$ cat src/rtl/uv_apb_initiator_if.sv
//------------------------------------------------------------------------------
// Module      : uv_apb_initiator_if
// Description : Request/response and APB4 signal bundle for uv_apb_initiator.
//               The master modport is the initiator's view; the slave modport
//               is the requester + APB responder view.
// Revision    : 1.0 - initial release
//------------------------------------------------------------------------------
`default_nettype none

interface uv_apb_initiator_if #(
    parameter int ALEN = 12,
    parameter int DLEN = 32,
    parameter int MLEN = DLEN / 8
);
    // Requester side
    logic            req_vld;
    logic            req_rdy;
    logic            req_read;
    logic [ALEN-1:0] req_addr;
    logic [MLEN-1:0] req_mask;
    logic [DLEN-1:0] req_data;
    logic [2:0]      req_prot;
    logic            rsp_vld;
    logic            rsp_rdy;
    logic            rsp_excp;
    logic [DLEN-1:0] rsp_data;

    // APB side
    logic            apb_psel;
    logic            apb_penable;
    logic [2:0]      apb_pprot;
    logic [ALEN-1:0] apb_paddr;
    logic [MLEN-1:0] apb_pstrb;
    logic            apb_pwrite;
    logic [DLEN-1:0] apb_pwdata;
    logic [DLEN-1:0] apb_prdata;
    logic            apb_pready;
    logic            apb_pslverr;

    modport master (
        input  req_vld, req_read, req_addr, req_mask, req_data, req_prot,
        input  rsp_rdy, apb_prdata, apb_pready, apb_pslverr,
        output req_rdy, rsp_vld, rsp_excp, rsp_data,
        output apb_psel, apb_penable, apb_pprot, apb_paddr, apb_pstrb,
        output apb_pwrite, apb_pwdata
    );

    modport slave (
        output req_vld, req_read, req_addr, req_mask, req_data, req_prot,
        output rsp_rdy, apb_prdata, apb_pready, apb_pslverr,
        input  req_rdy, rsp_vld, rsp_excp, rsp_data,
        input  apb_psel, apb_penable, apb_pprot, apb_paddr, apb_pstrb,
        input  apb_pwrite, apb_pwdata
    );
endinterface

`default_nettype wire

$ cat src/rtl/uv_apb_initiator.sv
//------------------------------------------------------------------------------
// Module      : uv_apb_initiator
// Description : Single-outstanding valid/ready to APB4 bridge with setup/access
//               sequencing, wait-state handling and access-phase timeout.
// Revision    : 1.0 - initial release
//------------------------------------------------------------------------------
`default_nettype none

module uv_apb_initiator #(
    parameter int ALEN    = 12,
    parameter int DLEN    = 32,
    parameter int MLEN    = DLEN / 8,
    parameter int TMO_CYC = 256
) (
    input  wire logic            clk,
    input  wire logic            rst_n,
    uv_apb_initiator_if.master   bus
);

    typedef enum logic [1:0] {
        S_IDLE   = 2'd0,
        S_SETUP  = 2'd1,
        S_ACCESS = 2'd2,
        S_RESP   = 2'd3
    } state_t;

    // Counter is wide enough to hold TMO_CYC; a disabled timeout still keeps
    // a 1-bit counter so the datapath stays uniform.
    localparam int              CNT_W    = (TMO_CYC > 0) ? $clog2(TMO_CYC + 1) : 1;
    localparam bit              TMO_EN   = (TMO_CYC != 0);
    localparam logic [CNT_W-1:0] CNT_LAST = (TMO_CYC > 0) ? CNT_W'(TMO_CYC - 1) : '0;

    state_t            state_q, state_d;
    logic [CNT_W-1:0]  cnt_q, cnt_d;

    logic              req_rdy_q, req_rdy_d;
    logic              rsp_vld_q, rsp_vld_d;
    logic              rsp_excp_q, rsp_excp_d;
    logic [DLEN-1:0]   rsp_data_q, rsp_data_d;

    logic              psel_q, psel_d;
    logic              penable_q, penable_d;
    logic [2:0]        pprot_q, pprot_d;
    logic [ALEN-1:0]   paddr_q, paddr_d;
    logic [MLEN-1:0]   pstrb_q, pstrb_d;
    logic              pwrite_q, pwrite_d;
    logic [DLEN-1:0]   pwdata_q, pwdata_d;

    // Next-state, capture and registered-output decode for the transfer FSM
    always_comb begin
        state_d    = state_q;
        cnt_d      = cnt_q;
        rsp_excp_d = rsp_excp_q;
        rsp_data_d = rsp_data_q;
        pprot_d    = pprot_q;
        paddr_d    = paddr_q;
        pstrb_d    = pstrb_q;
        pwrite_d   = pwrite_q;
        pwdata_d   = pwdata_q;

        case (state_q)
            S_IDLE: begin
                if (bus.req_vld) begin
                    pprot_d  = bus.req_prot;
                    paddr_d  = bus.req_addr;
                    pstrb_d  = bus.req_read ? '0 : bus.req_mask;
                    pwdata_d = bus.req_read ? '0 : bus.req_data;
                    pwrite_d = ~bus.req_read;
                    state_d  = S_SETUP;
                end
            end
            S_SETUP: begin
                cnt_d   = '0;
                state_d = S_ACCESS;
            end
            S_ACCESS: begin
                // pready has priority over a timeout landing in the same cycle
                if (bus.apb_pready) begin
                    rsp_excp_d = bus.apb_pslverr;
                    rsp_data_d = pwrite_q ? '0 : bus.apb_prdata;
                    state_d    = S_RESP;
                end else if (TMO_EN && (cnt_q == CNT_LAST)) begin
                    rsp_excp_d = 1'b1;
                    rsp_data_d = '0;
                    state_d    = S_RESP;
                end else if (cnt_q != {CNT_W{1'b1}}) begin
                    cnt_d = cnt_q + CNT_W'(1);
                end
            end
            S_RESP: begin
                if (bus.rsp_rdy) begin
                    state_d = S_IDLE;
                end
            end
            default: begin
                state_d = S_IDLE;
            end
        endcase

        req_rdy_d = (state_d == S_IDLE);
        rsp_vld_d = (state_d == S_RESP);
        psel_d    = (state_d == S_SETUP) || (state_d == S_ACCESS);
        penable_d = (state_d == S_ACCESS);
    end

    // State and output registers; reset drops the bus immediately
    always_ff @(posedge clk or negedge rst_n) begin
        if (!rst_n) begin
            state_q    <= S_IDLE;
            cnt_q      <= '0;
            req_rdy_q  <= 1'b1;
            rsp_vld_q  <= 1'b0;
            rsp_excp_q <= 1'b0;
            rsp_data_q <= '0;
            psel_q     <= 1'b0;
            penable_q  <= 1'b0;
            pprot_q    <= '0;
            paddr_q    <= '0;
            pstrb_q    <= '0;
            pwrite_q   <= 1'b0;
            pwdata_q   <= '0;
        end else begin
            state_q    <= state_d;
            cnt_q      <= cnt_d;
            req_rdy_q  <= req_rdy_d;
            rsp_vld_q  <= rsp_vld_d;
            rsp_excp_q <= rsp_excp_d;
            rsp_data_q <= rsp_data_d;
            psel_q     <= psel_d;
            penable_q  <= penable_d;
            pprot_q    <= pprot_d;
            paddr_q    <= paddr_d;
            pstrb_q    <= pstrb_d;
            pwrite_q   <= pwrite_d;
            pwdata_q   <= pwdata_d;
        end
    end

    assign bus.req_rdy     = req_rdy_q;
    assign bus.rsp_vld     = rsp_vld_q;
    assign bus.rsp_excp    = rsp_excp_q;
    assign bus.rsp_data    = rsp_data_q;
    assign bus.apb_psel    = psel_q;
    assign bus.apb_penable = penable_q;
    assign bus.apb_pprot   = pprot_q;
    assign bus.apb_paddr   = paddr_q;
    assign bus.apb_pstrb   = pstrb_q;
    assign bus.apb_pwrite  = pwrite_q;
    assign bus.apb_pwdata  = pwdata_q;

endmodule

`default_nettype wire

$ cat src/flat_wrapper.sv
// flat-port wrapper written by rule: the top's interface ports become plain ports
module uv_apb_initiator_flat 
#(
    parameter int ALEN    = 12,
    parameter int DLEN    = 32,
    parameter int MLEN    = DLEN / 8,
    parameter int TMO_CYC = 256
)
  (clk, rst_n, bus_req_vld, bus_req_read, bus_req_addr, bus_req_mask, bus_req_data, bus_req_prot, bus_rsp_rdy, bus_apb_prdata, bus_apb_pready, bus_apb_pslverr, bus_req_rdy, bus_rsp_vld, bus_rsp_excp, bus_rsp_data, bus_apb_psel, bus_apb_penable, bus_apb_pprot, bus_apb_paddr, bus_apb_pstrb, bus_apb_pwrite, bus_apb_pwdata);
  uv_apb_initiator_if #(.ALEN(ALEN), .DLEN(DLEN), .MLEN(MLEN)) bus_i ();
  input  wire logic clk;
  input  wire logic rst_n;
  input wire logic [$bits(bus_i.req_vld)-1:0] bus_req_vld;
  input wire logic [$bits(bus_i.req_read)-1:0] bus_req_read;
  input wire logic [$bits(bus_i.req_addr)-1:0] bus_req_addr;
  input wire logic [$bits(bus_i.req_mask)-1:0] bus_req_mask;
  input wire logic [$bits(bus_i.req_data)-1:0] bus_req_data;
  input wire logic [$bits(bus_i.req_prot)-1:0] bus_req_prot;
  input wire logic [$bits(bus_i.rsp_rdy)-1:0] bus_rsp_rdy;
  input wire logic [$bits(bus_i.apb_prdata)-1:0] bus_apb_prdata;
  input wire logic [$bits(bus_i.apb_pready)-1:0] bus_apb_pready;
  input wire logic [$bits(bus_i.apb_pslverr)-1:0] bus_apb_pslverr;
  output wire logic [$bits(bus_i.req_rdy)-1:0] bus_req_rdy;
  output wire logic [$bits(bus_i.rsp_vld)-1:0] bus_rsp_vld;
  output wire logic [$bits(bus_i.rsp_excp)-1:0] bus_rsp_excp;
  output wire logic [$bits(bus_i.rsp_data)-1:0] bus_rsp_data;
  output wire logic [$bits(bus_i.apb_psel)-1:0] bus_apb_psel;
  output wire logic [$bits(bus_i.apb_penable)-1:0] bus_apb_penable;
  output wire logic [$bits(bus_i.apb_pprot)-1:0] bus_apb_pprot;
  output wire logic [$bits(bus_i.apb_paddr)-1:0] bus_apb_paddr;
  output wire logic [$bits(bus_i.apb_pstrb)-1:0] bus_apb_pstrb;
  output wire logic [$bits(bus_i.apb_pwrite)-1:0] bus_apb_pwrite;
  output wire logic [$bits(bus_i.apb_pwdata)-1:0] bus_apb_pwdata;
  assign bus_i.req_vld = bus_req_vld;
  assign bus_i.req_read = bus_req_read;
  assign bus_i.req_addr = bus_req_addr;
  assign bus_i.req_mask = bus_req_mask;
  assign bus_i.req_data = bus_req_data;
  assign bus_i.req_prot = bus_req_prot;
  assign bus_i.rsp_rdy = bus_rsp_rdy;
  assign bus_i.apb_prdata = bus_apb_prdata;
  assign bus_i.apb_pready = bus_apb_pready;
  assign bus_i.apb_pslverr = bus_apb_pslverr;
  assign bus_req_rdy = bus_i.req_rdy;
  assign bus_rsp_vld = bus_i.rsp_vld;
  assign bus_rsp_excp = bus_i.rsp_excp;
  assign bus_rsp_data = bus_i.rsp_data;
  assign bus_apb_psel = bus_i.apb_psel;
  assign bus_apb_penable = bus_i.apb_penable;
  assign bus_apb_pprot = bus_i.apb_pprot;
  assign bus_apb_paddr = bus_i.apb_paddr;
  assign bus_apb_pstrb = bus_i.apb_pstrb;
  assign bus_apb_pwrite = bus_i.apb_pwrite;
  assign bus_apb_pwdata = bus_i.apb_pwdata;
  uv_apb_initiator #(.ALEN(ALEN), .DLEN(DLEN), .MLEN(MLEN), .TMO_CYC(TMO_CYC)) u_core (.clk(clk), .rst_n(rst_n), .bus(bus_i));
endmodule
$ cat config.mk
export PLATFORM = sky130hd
export DESIGN_NAME = uv_apb_initiator_flat
export DESIGN_NICKNAME = d
export VERILOG_FILES = /design/src/rtl/uv_apb_initiator_if.sv /design/src/rtl/uv_apb_initiator.sv /design/src/flat_wrapper.sv
export SDC_FILE = /design/constraint.sdc
export NUM_CORES = 1
export LEC_CHECK = 0
export ABC_CLOCK_PERIOD_IN_PS = 2600
export BUFFER_PORTS_ARGS = -buffer_cell sky130_fd_sc_hd__buf_2
export CORE_UTILIZATION = 47
export CTS_CLUSTER_DIAMETER = 80
export DETAILED_ROUTE_END_ITERATION = 8
export GPL_TIMING_DRIVEN = 1
export PLACE_DENSITY = 0.85
export RECOVER_POWER = 100
export SLEW_MARGIN = 20
export SYNTH_ARGS = -nofsm -noshare
export SYNTH_HDL_FRONTEND = slang
export SYNTH_SLANG_ARGS = --single-unit
$ cat constraint.sdc
create_clock -name clk -period 2.6 [get_ports clk]
set_input_delay 0.13 -clock clk [delete_from_list [all_inputs] [get_ports clk]]
set_output_delay 0.13 -clock clk [all_outputs]
set_load 0.005 [all_outputs]
==> results of run 1 <==
[through the flow]
step | power, mW | TNS (ps) | std cells
6_report | 5.415 | 0 | 711
5_1_grt | 5.861 | -64.58 | 711
4_1_cts | 5.584 | 0 | 710
3_5_place_dp | 4.551 | 0 | 671
3_3_place_gp | 4.428 | 0 | 671
2_1_floorplan | 3.519 | 0 | 408
[sequential cells by signal, summed over array words and instances (netlist names)]
name                    count
u_core.bus.apb_pwdata      32
u_core.bus.rsp_data        32
u_core.bus.apb_paddr       12
u_core.cnt_q                9
u_core.bus.apb_pstrb        4
u_core.bus.apb_pprot        3
u_core.state_q              2
u_core.bus.apb_penable      1
u_core.bus.apb_psel         1
u_core.bus.apb_pwrite       1
u_core.bus.req_rdy          1
u_core.bus.rsp_excp         1
u_core.bus.rsp_vld          1
[cells in the mapped netlist]
library cell	count
a21oi_1	1
o21ai_0	71
ha_1	6
dfstp_2	1
clkbuf_1	24
nand4_1	1
a41oi_1	1
nor3b_1	1
xnor2_1	4
nand2_1	109
dfrtp_1	99
o21bai_1	1
nor4_1	2
nand2b_1	37
and3_1	1
nor3_1	3
mux2i_1	2
and2_1	1
or2_2	1
buf_2	1
inv_1	5
mux2_2	15
o211ai_1	2
nand3_1	7
nor2_1	8
or4b_1	1
or2b_1	1
nor2b_1	2
[critical path, cell delays in order (launching register included)]
cell     delay [ps]
dfrtp_1         430
ha_1            250
and2_1          190
nand2_1          70
nor2_1           50
ha_1            220
or4b_1          590
or2_2           370
nand3_1         100
o21ai_0          90
[cell type report]
cell class / count / area share, %
clock buffer: 11 / 2.592
sequential: 100 / 45.89
multi-input combinational: 278 / 27.50
clock inverter: 5 / 1.101
tap: 105 / 2.408
inverter: 5 / 0.3440
timing repair buffer: 207 / 20.16
[cells in the final DEF (no fill, tap or decap), types with 4 or more instances in the layout]
cell,n
buf_2,112
clkbuf_1,66
clkbuf_8,10
dfrtp_1,99
dlygate4sd3_1,24
ha_1,6
inv_1,5
mux2_2,15
nand2_1,109
nand2b_1,37
nand3_1,7
nor2_1,8
o21ai_0,71
xnor2_1,4
[kinds of logic (layout without fill, tap and decap cells)]
group	after synthesis	after routing	share of synthesized area [%]
AO/OA/AOI/OAI	76	76	9.543
XOR/XNOR	4	4	0.8536
adder cells (fa/ha/maj)	6	6	1.829
buffers and inverters	30	228	2.774
flip-flops	100	100	61.01
multiplexers	17	17	4.604
AND/OR/NAND/NOR	175	175	19.39
[timing repair]
action | in CTS | in global routing
hold buffers | 23 | 1
buffers inserted | 0 | 0
setup endpoints to repair | 0 | 3
hold endpoints to repair | 121 | 1
[report_power, final]
part           switching, mW  internal (mW)
combinational          0.979          0.796
clock                  0.517          0.476
sequential             0.400           2.25
total                   1.90           3.52
[per-layer routing]
layer,vias to the layer above,wire (um)
met5,-,0
met4,0,151
met3,14,805
met2,132,4508
met1,1586,4108
li1,1714,-
[final timing paths]
check | startpoint | end | slack (ps) | cells past startpoint
min in group asynchronous | rst_n | u_core.bus.rsp_data[27]$_DFFE_PN0P_ | 730 | 3
hold reg to reg | u_core.bus.rsp_data[1]$_DFFE_PN0P_ | u_core.bus.rsp_data[1]$_DFFE_PN0P_ | 480 | 2
setup reg to reg | u_core.cnt_q[0]$_DFFE_PN0P_ | u_core.cnt_q[0]$_DFFE_PN0P_ | 110 | 9
setup / recovery | u_core.cnt_q[0]$_DFFE_PN0P_ | u_core.cnt_q[0]$_DFFE_PN0P_ | 110 | 9
max in group asynchronous | rst_n | u_core.bus.rsp_data[3]$_DFFE_PN0P_ | 1010 | 3
hold / removal | bus_apb_prdata[30] | u_core.bus.rsp_data[30]$_DFFE_PN0P_ | 20 | 3
==> summary.md, run 1 <==
| Metric | Value |
|---|---|
| Chip height | `95.45 um` |
| Worst vdd ir | `roughly 0.0006 V` |
| Drt first pass iters | `4` |
| Mapped Nets | `504` |
| Seq cells post-synth | `100` |
| CTS tree | `built` |
| Fin crit period | `2492 ps` |
| Setup-failing EPs final | `0` |
| Layout cells sized above 1 | `25.08%` |
| DRC Markers | `0` |
| Avg Cell Area, Syn | `10.06 sq um` |
| Max FO, Critical Path | `6` |
| Global-route track usage on met2 | `roughly a third` |
| Final period util | `between 90 and 100%` |
| CP arrival | `2700 ps` |
| DRT iter0 DRCs | `between 100 and 150` |
| First-pass GRT wire length | `15.04 mm` |
| Max cap viols | `0` |
| Skew-Pair Late Insertion Delay | `340 ps` |
| Slew @ Worst Pin | `1330 ps` |
| DR vias/cell | `4.847` |
| Post-route ant nets | `0` |
| Remaining global-route overflow | `0` |
| Post-synthesis cell count | `408` |
| Worst slew margin | `11.31%` |
| # nets final | `697` |
| Vias in the first global route | `3327` |
| Status | `finished clean` |
| Area occupied by multi-input gates | `1500 sq um` |
| Largest net degree at the start of global routing | `101` |
| Core area | `8341 sq um` |
| Post-place setup slack | `146.7 ps` |
| Layout Cell Area excl Fill | `5455 sq um` |
| Post-synth top area share | `60.37%` |
| CTS sink count | `100` |
| Post-layout util | `65.41%` |
| Fin. Hold Viols | `0` |
| Global router's overall resource usage | `a little over a fifth` |
| # rows | `33` |
| Final wirelength | `9.575 mm` |
| P_leak | `2.641 nW` |
| Met1 Use GR | `26.55%` |
| Die footprint | `~9000 sq um` |
| Antenna cells | `0` |
| Hold crit path type | `primary input to flip-flop` |
| Root buffer cell | `clkbuf_8` |
| Antenna violations before repair | `0` |
| Drt wl/cell | `13.47 um` |
| Gpl congestion | `0.8605` |
| Fill cells | `roughly 700` |
| Routed vias | `3446` |
| IO Port Bufs | `about 180` |
| Power Density | `992.6 nW/um^2` |
| Clock Tree Buf Depth | `2` |
| WHS | `21.15 ps` |
| Clk_skew | `between 10 and 15 ps` |
| CTS buffer count | `9` |
| Setup crit end kind | `flip-flop` |
| Post-route setup slack | `108.4 ps` |
| Register area | `2504 sq um` |
| Post-synthesis sequential area ratio | `61.01%` |
| Area Overhead vs Synth | `32.93%` |
| Grt peak-use layer | `met2` |
| H-tree depth reported by CTS | `3` |
| Pins over their slew limit | `0` |
| I/O pin cnt | `179` |
| Post-synthesis cell type count | `28` |
| Highest Clock Rate | `401.3 MHz` |
| Yosys warns | `0` |
| HPWL after DPL | `6.525 mm` |
| Post-placement cell area | `5112 sq um` |
| RSZ-0062 raised after global routing | `yes` |
| Starting Density | `49.20%` |
| Leading area contributor after synthesis | `dfrtp_1` |
| Area contributors post-synth | `dfrtp_1, nand2_1, o21ai_0, nand2b_1, mux2_2` |
| Worst setup SP type | `flip-flop` |
| Grt met3 use | `under 10%` |
| Area of the mapped netlist | `around 4100 sq um` |
| Clock Pin Slew Worst Setup and Hold Paths | `100 ps` |
| Req. time, crit path | `2810 ps` |
| Worst Setup Path Type | `flip-flop to flip-flop` |
| # resized after CTS | `0` |
| Die Wd | `95.45 um` |
Power figures use the tool's default switching activity.
==> run 2, diff against run 1 <==
--- a/config.mk
+++ b/config.mk
@@ -5,7 +5,7 @@
 export SDC_FILE = /design/constraint.sdc
 export NUM_CORES = 1
 export LEC_CHECK = 0
-export ABC_CLOCK_PERIOD_IN_PS = 2600
+export ABC_CLOCK_PERIOD_IN_PS = 2350
 export BUFFER_PORTS_ARGS = -buffer_cell sky130_fd_sc_hd__buf_2
 export CORE_UTILIZATION = 47
 export CTS_CLUSTER_DIAMETER = 80
==> constraint.sdc (replaced) <==
create_clock -name clk -period 2.35 [get_ports clk]
set_input_delay 0.1175 -clock clk [delete_from_list [all_inputs] [get_ports clk]]
set_output_delay 0.1175 -clock clk [all_outputs]
set_load 0.005 [all_outputs]
==> summary.md, run 2 (synthesis results as in run 1) <==
| Metric | Value |
|---|---|
| Fin crit period | `2301 ps (was 2492 ps)` |
| P_leak | `2.764 nW (was 2.641 nW)` |
| Worst vdd ir | `0.0006367 V (was 0.0005982 V)` |
| Starting Density | `49.20% (unchanged)` |
| Highest Clock Rate | `434.5 MHz (was 401.3 MHz)` |
| IO Port Bufs | `178 (unchanged)` |
| HPWL after DPL | `7.024 mm (was 6.525 mm)` |
| Hold crit path type | `primary input to flip-flop (unchanged)` |
| DRT iter0 DRCs | `90 (was 104)` |
| Req. time, crit path | `2580 ps (was 2810 ps)` |
| Worst Setup Path Type | `flip-flop to flip-flop (unchanged)` |
| Hold path cells | `3 (unchanged)` |
| Commonest non-fill, non-tap cell in the layout | `buf_2 (unchanged)` |
| Switch share | `35.39% (was 35.02%)` |
| Gpl congestion | `0.8091 (was 0.8605)` |
| Slew @ Worst Pin | `1373 ps (was 1330 ps)` |
| Buf/Inv on CP | `0 (unchanged)` |
| Core area | `8341 sq um (unchanged)` |
| Final period util | `97.93% (was 95.83%)` |
| Worst path cell trace | `ha_2 -> and2_4 -> nand2_4 -> nor2_4 -> ha_2 -> or4b_4 -> nor4_4 -> xnor2_1 -> nor2_1 (was ha_1 -> and2_1 -> nand2_1 -> nor2_1 -> ha_1 -> or4b_1 -> or2_2 -> nand3_1 -> o21ai_0)` |
| Clk_skew | `14.44 ps (was 14.80 ps)` |
| DR vias/cell | `4.908 (was 4.847)` |
| H-tree depth reported by CTS | `3 (unchanged)` |
| Routed vias | `3573 (was 3446)` |
| Power Density | `1086 nW/um^2 (was 992.6 nW/um^2)` |
| Worst setup path endpoint | `u_core.cnt_q[5]$_DFFE_PN0P_ (was u_core.cnt_q[0]$_DFFE_PN0P_)` |
| CTS sink count | `100 (unchanged)` |
| Drt wl/cell | `14.60 um (was 13.47 um)` |
| CP arrival | `2540 ps (was 2700 ps)` |
| Fin. Hold Viols | `0 (unchanged)` |
| CP startpoint | `u_core.cnt_q[1]$_DFFE_PN0P_ (was u_core.cnt_q[0]$_DFFE_PN0P_)` |
| Setup-failing EPs final | `0 (unchanged)` |
| Worst slew margin | `8.452% (was 11.31%)` |
| P_sw | `2.195 mW (was 1.896 mW)` |
| Worst setup SP type | `flip-flop (unchanged)` |
| Status | `finished clean (unchanged)` |
| Clock Tree Buf Depth | `2 (unchanged)` |
| Commonest non-fill, non-tap cells in the layout | `buf_2, nand2_1, dfrtp_1 (unchanged)` |
| R2r endpoint | `u_core.cnt_q[5]$_DFFE_PN0P_ (was u_core.cnt_q[0]$_DFFE_PN0P_)` |
| Root buffer cell | `clkbuf_8 (unchanged)` |
| Skew-Pair Late Insertion Delay | `350 ps (was 340 ps)` |
| Internal Dissipation | `4.007 mW (was 3.519 mW)` |
| Slowest stage delay, CP | `590 ps (about the same)` |
| DRC Markers | `0 (unchanged)` |
| Worst reg2reg path depth | `9 (unchanged)` |
| Chip height | `95.45 um (unchanged)` |
| Clock Pin Slew Worst Setup and Hold Paths | `100 ps (about the same)` |
| I/O pin cnt | `179 (unchanged)` |
| R2R Setup Slk | `50 ps (was 110 ps)` |
| Global router's overall resource usage | `23.01% (was 21.55%)` |
| Max FO, Critical Path | `6 (unchanged)` |
| Setup crit end kind | `flip-flop (unchanged)` |
| Pins over their slew limit | `0 (unchanged)` |
| CP top delay family | `simple AND/OR/NAND/NOR gates (unchanged)` |
| Top cell by count, worst path | `ha_2 (was ha_1)` |
| FF-to-FF Start | `u_core.cnt_q[1]$_DFFE_PN0P_ (was u_core.cnt_q[0]$_DFFE_PN0P_)` |
| First-pass GRT wire length | `16.04 mm (was 15.04 mm)` |
| Die Wd | `95.45 um (unchanged)` |
| Stages on worst setup path | `9 (unchanged)` |
| Post-route ant nets | `0 (unchanged)` |
| Remaining global-route overflow | `0 (unchanged)` |
| Vias in the first global route | `3457 (was 3327)` |
| Reg power frac | `47.7% (was 48.9%)` |
| CTS buffer count | `9 (unchanged)` |
| Worst path slowest cell | `or4b_4 (was or4b_1)` |
| RSZ-0062 raised after global routing | `yes (unchanged)` |
| Logic pwr share | `34.0% (was 32.8%)` |
| Area Overhead vs Synth | `39.12% (was 32.93%)` |
| Die footprint | `9110 sq um (unchanged)` |
| Final wirelength | `10.63 mm (was 9.575 mm)` |
| Antenna violations before repair | `0 (unchanged)` |
| # rows | `33 (unchanged)` |
| Post-placement cell area | `5155 sq um (was 5112 sq um)` |
| Final total power | `6.202 mW (was 5.415 mW)` |
| Drt first pass iters | `6 (was 4)` |
| # nets final | `714 (was 697)` |
| CTS tree | `built (unchanged)` |
| Largest net degree at the start of global routing | `66 (was 101)` |
| Clock power share | `18.3% (about the same)` |
| Antenna cells | `0 (unchanged)` |
| Layout cells sized above 1 | `28.09% (was 25.08%)` |
| Layout Cell Area excl Fill | `5709 sq um (was 5455 sq um)` |
| Max cap viols | `0 (unchanged)` |
[run 2: cell types whose count changed in the layout (fill, tap and decap cells not counted), sizes merged]
cell and delta:
clkinv +1, inv -1, buf +15, clkbuf -7
dlygate4sd3 +9
[run 2: per-stage QoR]
step                utilization [%]  setup WS (ps)  TNS, ps  hold slack, ps  instances
finish                        68.45          48.75        0           15.80        728
CTS                           68.23          28.66        0           2.139        723
floorplan                         -          18.46        0          -178.1        408
global placement              61.81          67.28        0           204.8        675
global route                  68.45         -48.92   -48.92          -2.101        728
detailed placement            61.81         -26.35   -33.99           212.0        675
[run 2: power groups by stage]
stage               logic (mW)  clock network (mW)  registers (mW)
detailed placement        2.14                   0            2.94
global placement          2.06                   0            2.88
floorplan                0.921                   0            2.97
CTS                       2.19                1.15            2.92
global route              2.39                1.23            3.05
finish                    2.11                1.14            2.96
[run 2: routing by layer]
metal / wire length (um) / GRT usage (%)
met4: 226 / 8.209
met3: 761 / 6.220
met5: 0 / 0
met2: 5297 / 39.29
met1: 4341 / 27.98
[run 2: tightest hold or removal path, delay by kind of cell]
kind            cells  cell delay (ps)
compound gates      1               60
buf+inv             1              100
simple gates        1               50
[run 2: worst min path at each step]
stage / endpoint / slack (ps) / start
finish: u_core.bus.rsp_data[3]$_DFFE_PN0P_ / 20 / bus_apb_prdata[3]
global route: u_core.bus.apb_pwdata[22]$_DFFE_PN0P_ / -2 / bus_req_data[22]
CTS: u_core.bus.apb_paddr[0]$_DFFE_PN0P_ / 2 / bus_req_addr[0]
detailed placement: u_core.cnt_q[5]$_DFFE_PN0P_ / 210 / rst_n
global placement: u_core.cnt_q[5]$_DFFE_PN0P_ / 200 / rst_n
floorplan: u_core.bus.apb_paddr[0]$_DFFE_PN0P_ / -180 / rst_n
[run 2: what timing repair did]
action                                 CTS  global route
endpoints found under the hold margin   84             1
resized for setup                        1            14
pin swaps                                0             7
setup endpoints to repair                5             8
buffers inserted                         0             4
hold buffers                            32             1
[run 2: final cells by class]
type,count,area (sq um)
repair buffers,224,1277
clock buffers,11,151.4
inverters,5,18.77
flip-flops and latches,100,2504
clock inverters,5,60.06
fillers,679,2631
multi-input cells,278,1567
well taps,105,131.4
